===== config.mk =====
export PLATFORM = sky130hd
export DESIGN_NAME = cache_dados
export DESIGN_NICKNAME = d
export VERILOG_FILES = /design/src/rtl/cache_pkg.sv /design/src/rtl/cache_linha_array.sv /design/src/rtl/cache_dados.sv
export SDC_FILE = /design/constraint.sdc
export NUM_CORES = 1
export LEC_CHECK = 0
export CELL_PAD_IN_SITES_DETAIL_PLACEMENT = 0
export CELL_PAD_IN_SITES_GLOBAL_PLACEMENT = 2
export CORE_UTILIZATION = 50
export DETAILED_ROUTE_END_ITERATION = 8
export PLACE_DENSITY_LB_ADDON = 0.1
export SLEW_MARGIN = 20
export SYNTH_ARGS = -nofsm -noshare
export SYNTH_HDL_FRONTEND = slang
export SYNTH_SLANG_ARGS = --single-unit

===== constraint.sdc =====
create_clock -name clk -period 8.3 [get_ports clk]
set_input_delay 1.245 -clock clk [delete_from_list [all_inputs] [get_ports clk]]
set_output_delay 1.245 -clock clk [all_outputs]
set_load 0.02 [all_outputs]

===== src/rtl/cache_pkg.sv =====
`default_nettype none
// ============================================================================
// Module      : cache_pkg
// Description : Shared types and default sizes for the cache_dados data cache.
// Revision    : 1.0 - initial release
// ============================================================================
package cache_pkg;

    localparam int c_ADDR_W    = 12;
    localparam int c_DATA_W    = 32;
    localparam int c_NUM_LINES = 16;

    // Controller states, explicitly encoded on two bits
    typedef enum logic [1:0] {
        IDLE  = 2'd0,
        FILL  = 2'd1,
        WRITE = 2'd2,
        DONE  = 2'd3
    } state_t;

endpackage
`default_nettype wire


===== src/rtl/cache_linha_array.sv =====
`default_nettype none
// ============================================================================
// Module      : cache_linha_array
// Description : NUM_LINES x (valid, tag, data) line storage. One combinational
//               read port, one synchronous write port; valid bits cleared by
//               the asynchronous active-low reset.
// Revision    : 1.0 - initial release
// ============================================================================
module cache_linha_array
    import cache_pkg::*;
#(
    parameter int ADDR_W    = c_ADDR_W,
    parameter int DATA_W    = c_DATA_W,
    parameter int NUM_LINES = c_NUM_LINES
) (
    input  logic                                 clk,
    input  logic                                 rst,
    input  logic [$clog2(NUM_LINES)-1:0]         rd_idx,
    output logic                                 rd_valid,
    output logic [ADDR_W-$clog2(NUM_LINES)-1:0]  rd_tag,
    output logic [DATA_W-1:0]                    rd_data,
    input  logic                                 wr_en,
    input  logic [$clog2(NUM_LINES)-1:0]         wr_idx,
    input  logic [ADDR_W-$clog2(NUM_LINES)-1:0]  wr_tag,
    input  logic [DATA_W-1:0]                    wr_data
);

    localparam int c_INDEX_W = $clog2(NUM_LINES);
    localparam int c_TAG_W   = ADDR_W - c_INDEX_W;

    logic [NUM_LINES-1:0] r_valid;
    logic [c_TAG_W-1:0]   r_tag  [NUM_LINES];
    logic [DATA_W-1:0]    r_data [NUM_LINES];

    // Valid bits: the only storage that needs reset, so every line starts invalid
    always_ff @(posedge clk or negedge rst) begin
        if (!rst) begin
            r_valid <= '0;
        end else if (wr_en) begin
            r_valid[wr_idx] <= 1'b1;
        end
    end

    // Tag and data payload; contents are meaningless until the valid bit is set
    always_ff @(posedge clk) begin
        if (wr_en) begin
            r_tag[wr_idx]  <= wr_tag;
            r_data[wr_idx] <= wr_data;
        end
    end

    assign rd_valid = r_valid[rd_idx];
    assign rd_tag   = r_tag[rd_idx];
    assign rd_data  = r_data[rd_idx];

endmodule
`default_nettype wire


===== src/rtl/cache_dados.sv =====
`default_nettype none
// ============================================================================
// Module      : cache_dados
// Description : Direct-mapped, write-through, write-allocate data cache, one
//               word per line, between the multicycle MIPS core and main
//               data memory. Holds the core in its Memory state via stall.
// Revision    : 1.0 - initial release
// ============================================================================
module cache_dados
    import cache_pkg::*;
#(
    parameter int ADDR_W    = c_ADDR_W,
    parameter int DATA_W    = c_DATA_W,
    parameter int NUM_LINES = c_NUM_LINES
) (
    input  logic              clk,
    input  logic              rst,
    input  logic              r_en,
    input  logic              w_en,
    input  logic [ADDR_W-1:0] address,
    input  logic [DATA_W-1:0] data,
    output logic [DATA_W-1:0] saida_cache,
    output logic              stall,
    output logic [ADDR_W-1:0] mem_addr,
    output logic [DATA_W-1:0] mem_wdata,
    output logic              mem_rd,
    output logic              mem_wr,
    input  logic [DATA_W-1:0] mem_rdata,
    input  logic              mem_ready,
    output logic [15:0]       miss_count
);

    localparam int          c_INDEX_W  = $clog2(NUM_LINES);
    localparam int          c_TAG_W    = ADDR_W - c_INDEX_W;
    localparam logic [15:0] c_MISS_MAX = 16'hFFFF;

    state_t              r_state;
    state_t              w_next_state;
    logic [ADDR_W-1:0]   r_mem_addr;
    logic [DATA_W-1:0]   r_mem_wdata;
    logic                r_mem_rd;
    logic                r_mem_wr;
    logic [DATA_W-1:0]   r_saida;
    logic [15:0]         r_miss_count;

    logic                w_stall;
    logic                w_line_valid;
    logic [c_TAG_W-1:0]  w_line_tag;
    logic [DATA_W-1:0]   w_line_data;
    logic                w_hit;
    logic                w_accept_wr;
    logic                w_read_hit;
    logic                w_read_miss;
    logic                w_fill_done;
    logic                w_write_done;
    logic                w_lw_en;
    logic [ADDR_W-1:0]   w_lw_addr;
    logic [DATA_W-1:0]   w_lw_data;

    // Request decode; write wins when both strobes are raised
    assign w_hit        = w_line_valid && (w_line_tag == address[ADDR_W-1:c_INDEX_W]);
    assign w_accept_wr  = (r_state == IDLE) && w_en;
    assign w_read_hit   = (r_state == IDLE) && r_en && !w_en && w_hit;
    assign w_read_miss  = (r_state == IDLE) && r_en && !w_en && !w_hit;
    assign w_fill_done  = (r_state == FILL)  && mem_ready;
    assign w_write_done = (r_state == WRITE) && mem_ready;

    // Line update: write-allocate at acceptance, or refill when memory answers
    assign w_lw_en   = w_accept_wr || w_fill_done;
    assign w_lw_addr = w_accept_wr ? address : r_mem_addr;
    assign w_lw_data = w_accept_wr ? data    : mem_rdata;

    cache_linha_array #(
        .ADDR_W    (ADDR_W),
        .DATA_W    (DATA_W),
        .NUM_LINES (NUM_LINES)
    ) u_linhas (
        .clk      (clk),
        .rst      (rst),
        .rd_idx   (address[c_INDEX_W-1:0]),
        .rd_valid (w_line_valid),
        .rd_tag   (w_line_tag),
        .rd_data  (w_line_data),
        .wr_en    (w_lw_en),
        .wr_idx   (w_lw_addr[c_INDEX_W-1:0]),
        .wr_tag   (w_lw_addr[ADDR_W-1:c_INDEX_W]),
        .wr_data  (w_lw_data)
    );

    // FSM state register
    always_ff @(posedge clk or negedge rst) begin
        if (!rst) begin
            r_state <= IDLE;
        end else begin
            r_state <= w_next_state;
        end
    end

    // FSM next state and combinational stall
    always_comb begin
        w_next_state = r_state;
        w_stall      = 1'b0;
        case (r_state)
            IDLE: begin
                if (w_en) begin
                    w_next_state = WRITE;
                    w_stall      = 1'b1;
                end else if (r_en && !w_hit) begin
                    w_next_state = FILL;
                    w_stall      = 1'b1;
                end
            end
            FILL, WRITE: begin
                w_stall = 1'b1;
                if (mem_ready) begin
                    w_next_state = DONE;
                end
            end
            DONE: begin
                w_next_state = IDLE;
            end
            default: begin
                w_next_state = IDLE;
            end
        endcase
    end

    // Memory strobes, request latch and read-data register
    always_ff @(posedge clk or negedge rst) begin
        if (!rst) begin
            r_mem_addr  <= '0;
            r_mem_wdata <= '0;
            r_mem_rd    <= 1'b0;
            r_mem_wr    <= 1'b0;
            r_saida     <= '0;
        end else begin
            if (w_accept_wr) begin
                r_mem_wr    <= 1'b1;
                r_mem_addr  <= address;
                r_mem_wdata <= data;
            end
            if (w_read_miss) begin
                r_mem_rd   <= 1'b1;
                r_mem_addr <= address;
            end
            if (w_read_hit) begin
                r_saida <= w_line_data;
            end
            if (w_fill_done) begin
                r_mem_rd <= 1'b0;
                r_saida  <= mem_rdata;
            end
            if (w_write_done) begin
                r_mem_wr <= 1'b0;
            end
        end
    end

    // Saturating read-miss counter
    always_ff @(posedge clk or negedge rst) begin
        if (!rst) begin
            r_miss_count <= '0;
        end else if (w_read_miss && (r_miss_count != c_MISS_MAX)) begin
            r_miss_count <= r_miss_count + 16'd1;
        end
    end

    // A hit is served in the request cycle; otherwise the last value is held
    assign saida_cache = w_read_hit ? w_line_data : r_saida;
    assign stall       = w_stall;
    assign mem_addr    = r_mem_addr;
    assign mem_wdata   = r_mem_wdata;
    assign mem_rd      = r_mem_rd;
    assign mem_wr      = r_mem_wr;
    assign miss_count  = r_miss_count;

endmodule
`default_nettype wire


==> qor.csv <==
stage,metric,value,unit
run_status,status,"complete, but fails checks",
run_status,violations,DRC,
routing,via_per_inst,5.923,
setup_path,reg2reg_slack,3940,ps
run,max_cap_viol_count,0,
setup_path,cp_top_family,buffers and inverters,
die,core_area,59130,um2
setup_path,slowest_delay,780,ps
die,die_w,247.0,um
setup_path,arrival,5340,ps
logic_synthesis,synthTopCellsByArea,"edfxtp_1 64%, mux4_2 13%, dfrtp_1 9.3%",
logic_synthesis,yosysMostFrequentCell,edfxtp_1,
logic_synthesis,syn-cell-area,30020,um2
worst_hold_path,min_path_type,reg -> reg,
logic_synthesis,ys_top_cells_by_count,"640 x edfxtp_1, 198 x nand2_1, 178 x mux4_2",
logic_synthesis,synth_edf_count,640,
power_and_ir_drop,leakagePower,0.01209,uW
power_and_ir_drop,clockPowerShare,0.312,
sta,whs,467.9,ps
routing,drt-pass1-iter-count,7,
setup_path,critical_path_class,in -> out,
routing,route.detailed.drc,20,
final_layout,antennaDiodeCount,0,
routing,drtIter0Drc,1232,
global_route,gr-usage-all-layers,0.2368,
setup_path,end_kind,output pin,
routing,routedWlPerCell,27.34,um
sta,fin_tns_setup,0,ps
sta,finalCriticalPeriod,6589,ps
global_route,grt_antenna_before_repair,1,
sta,max_freq,151.8,MHz
logic_synthesis,ys_warn_count,0,
global_route,grt_pass1_wl,103100,um
logic_synthesis,syn_nets,1605,
clock_tree,cts_setup_buffers,0,
clock_tree,cts_tree,done,
place,dp.cells,2422,
sta,tightest_slew,1062,ps
setup_path,path_cells,buf_4 > buf_4 > mux2_2 > o21ai_0 > o22ai_1 > a221o_1 > o221ai_1 > nor3_4 > buf_4 > mux2_2 > clkdlybuf4s50_1,
setup_path,reg2reg_depth,8,
logic_synthesis,synth_top_area_cell,edfxtp_1,
power_and_ir_drop,p_int,7629,uW
final_layout,nets,1816,
routing,vias,15186,
logic_synthesis,postSynthAreaPerCell,19.77,um2
sta,slew_headroom,0.2918,
logic_synthesis,synthFlopType,edfxtp_1,
global_route,grt_start_max_net_pins,82,
place,place_congestion,0.7425,
routing,antenna_left,0,
clock_tree,clock_latency,610,ps
logic_synthesis,synthArstFlopShare,0.1489,
clock_tree,cts-root-buf,clkbuf_16,
die,ioPinCount,176,
setup_path,critPathLaunchType,primary input,
global_route,grt_overflow_total,0,
setup_path,critPathRequiredTime,7050,ps
clock_tree,htree_levels,3,
logic_synthesis,synth.top_cell.area_share,0.6402,
power_and_ir_drop,p_seq_frac,0.477,
die,fp.dieH,247.0,um
logic_synthesis,ys_seq_area_frac,0.7336,
sta,finClkSkew,21.89,ps
power_and_ir_drop,power_density,299.9,nW/um2
clock_tree,clock_path_buffers,3,
final_layout,drive_above_1_share,0.2513,
final_layout,area_growth,16.83,%
sta,finalSetupViolCount,0,
setup_path,worstPathMaxFanout,58,
sta,hold_viol,0,
routing,drt_wl_total,70090,um
setup_path,crit_path_top_delay_cell,buf_4,
final_layout,fin_cells,2564,
logic_synthesis,synth_cell_types,64,
clock_tree,cts_hold_buf,0,
clock_tree,cts.clk_slew.worst_paths,60,ps
die,start_util,0.5076,
die,rows,89,
setup_path,cp.depth,11,
power_and_ir_drop,p_sw,2888,uW
sta,drv_slew,0,
setup_path,path_buf_inv,4,
sta,fin_crit_sh,0.7939,
place,dpl.hpwl,37970,um
power_and_ir_drop,ir_drop,0.1956,mV
global_route,grt_pass1_vias,15577,
logic_synthesis,ys_seq_elements,752,
setup_path,crit_top_cell,buf_4,
power_and_ir_drop,sw_frac_of_total,0.2746,
clock_tree,clock_sinks,752,
clock_tree,numCtsBuffers,78,
clock_tree,cts_resized,0,
worst_hold_path,hold_depth,1,
sta,rsz0062_at_grt,no,
die,die-area,61020,um2
place,port_buffers,175,
logic_synthesis,synthCells,1518,
power_and_ir_drop,comb_power_share,0.211,
-- final timing paths --
check / from / to
worst max-delay path: address[2] / saida_cache[0]
worst min-delay path: u_linhas.r_valid[4] / u_linhas.r_valid[4]
worst max register to register: r_state[0] / u_linhas.r_data[14][29]
worst min register to register: u_linhas.r_valid[4] / u_linhas.r_valid[4]
max in group asynchronous: rst / r_saida[20]
min in group asynchronous: rst / mem_addr[11]
-- layout make-up --
| type | instances | area, um2 |
|---|---|---|
| clock buffer | 101 | 2081 |
| clock inverter | 41 | 289.0 |
| fill | 4281 | 24060 |
| inverter | 7 | 26.28 |
| multi-input combinational | 683 | 7690 |
| sequential | 752 | 22020 |
| tap | 773 | 967.2 |
| timing repair buffer | 207 | 1996 |
-- metal layers --
metal / routed length [um] / part of all wire / vias to the layer above / GRT usage
li1: - / - / 6499 / -
met3: 3638 / 0.052 / 92 / 0.03961
met2: 34160 / 0.49 / 439 / 0.3803
met1: 31170 / 0.44 / 8156 / 0.3417
met4: 1128 / 0.016 / 0 / 0.05610
met5: 0 / 0 / - / 0
-- power by group through the flow --
| stage | registers [uW] | clock network, uW | logic, uW |
|---|---|---|---|
| after floorplan | 5190 | 0 | 1160 |
| after global placement | 5070 | 0 | 2200 |
| after detailed placement | 5090 | 0 | 2240 |
| after CTS | 5020 | 3340 | 2250 |
| after global routing | 5060 | 3480 | 2390 |
| final | 5020 | 3280 | 2220 |
-- per-stage QoR --
stage | util | area [um2] | worst slack (ps) | total power (uW)
floorplan | - | 30020 | 3089 | 6346
global placement | 0.5530 | 32700 | 1745 | 7270
detailed placement | 0.5530 | 32700 | 1718 | 7329
CTS | 0.5930 | 35070 | 1671 | 10600
global route | 0.5931 | 35070 | 1477 | 10930
finish | 0.5931 | 35070 | 1711 | 10520
-- state kept, by name, indices dropped and copies added, names as in the netlist --
signal,flops
r_state,2
u_linhas.r_valid,16
u_linhas.r_tag,128
mem_addr,12
r_saida,32
mem_wdata,32
miss_count,16
mem_rd,1
mem_wr,1
u_linhas.r_data,512
-- cells in the final DEF (no fill, tap or decap), types with 7 or more instances in the layout --
| master | synthesis | layout |
|---|---|---|
| o21ai_0 | 8 | 8 |
| dfrtp_1 | 112 | 112 |
| nand2_1 | 198 | 196 |
| clkdlybuf4s50_1 | 0 | 170 |
| nand2b_1 | 7 | 7 |
| nor3_1 | 12 | 12 |
| nor2_1 | 36 | 20 |
| xor2_1 | 16 | 16 |
| mux2_2 | 59 | 59 |
| mux2_4 | 30 | 30 |
| mux4_2 | 178 | 178 |
| mux4_1 | 9 | 9 |
| mux2i_1 | 17 | 17 |
| clkinv_1 | 0 | 18 |
| inv_1 | 7 | 7 |
| edfxtp_1 | 640 | 640 |
| nor2_4 | 1 | 17 |
| clkbuf_1 | 35 | 21 |
| clkbuf_16 | 0 | 80 |
| buf_4 | 12 | 32 |
| clkinv_2 | 0 | 13 |
| or2_2 | 17 | 17 |
-- cells by family (layout without fill, tap and decap cells) --
family                     count (synthesis)  in the layout  synth area share
buffers and inverters                     83            356           0.01459
muxes                                    293            293            0.1842
xor gates and xnor gates                  19             19          0.005544
and+or+nand+nor                          321            321           0.04864
DFF                                      752            752            0.7336
adders and majority gates                  6              6          0.002501
AOI/OAI and AO/OA                         44             44           0.01088
Power figures use the tool's default switching activity.
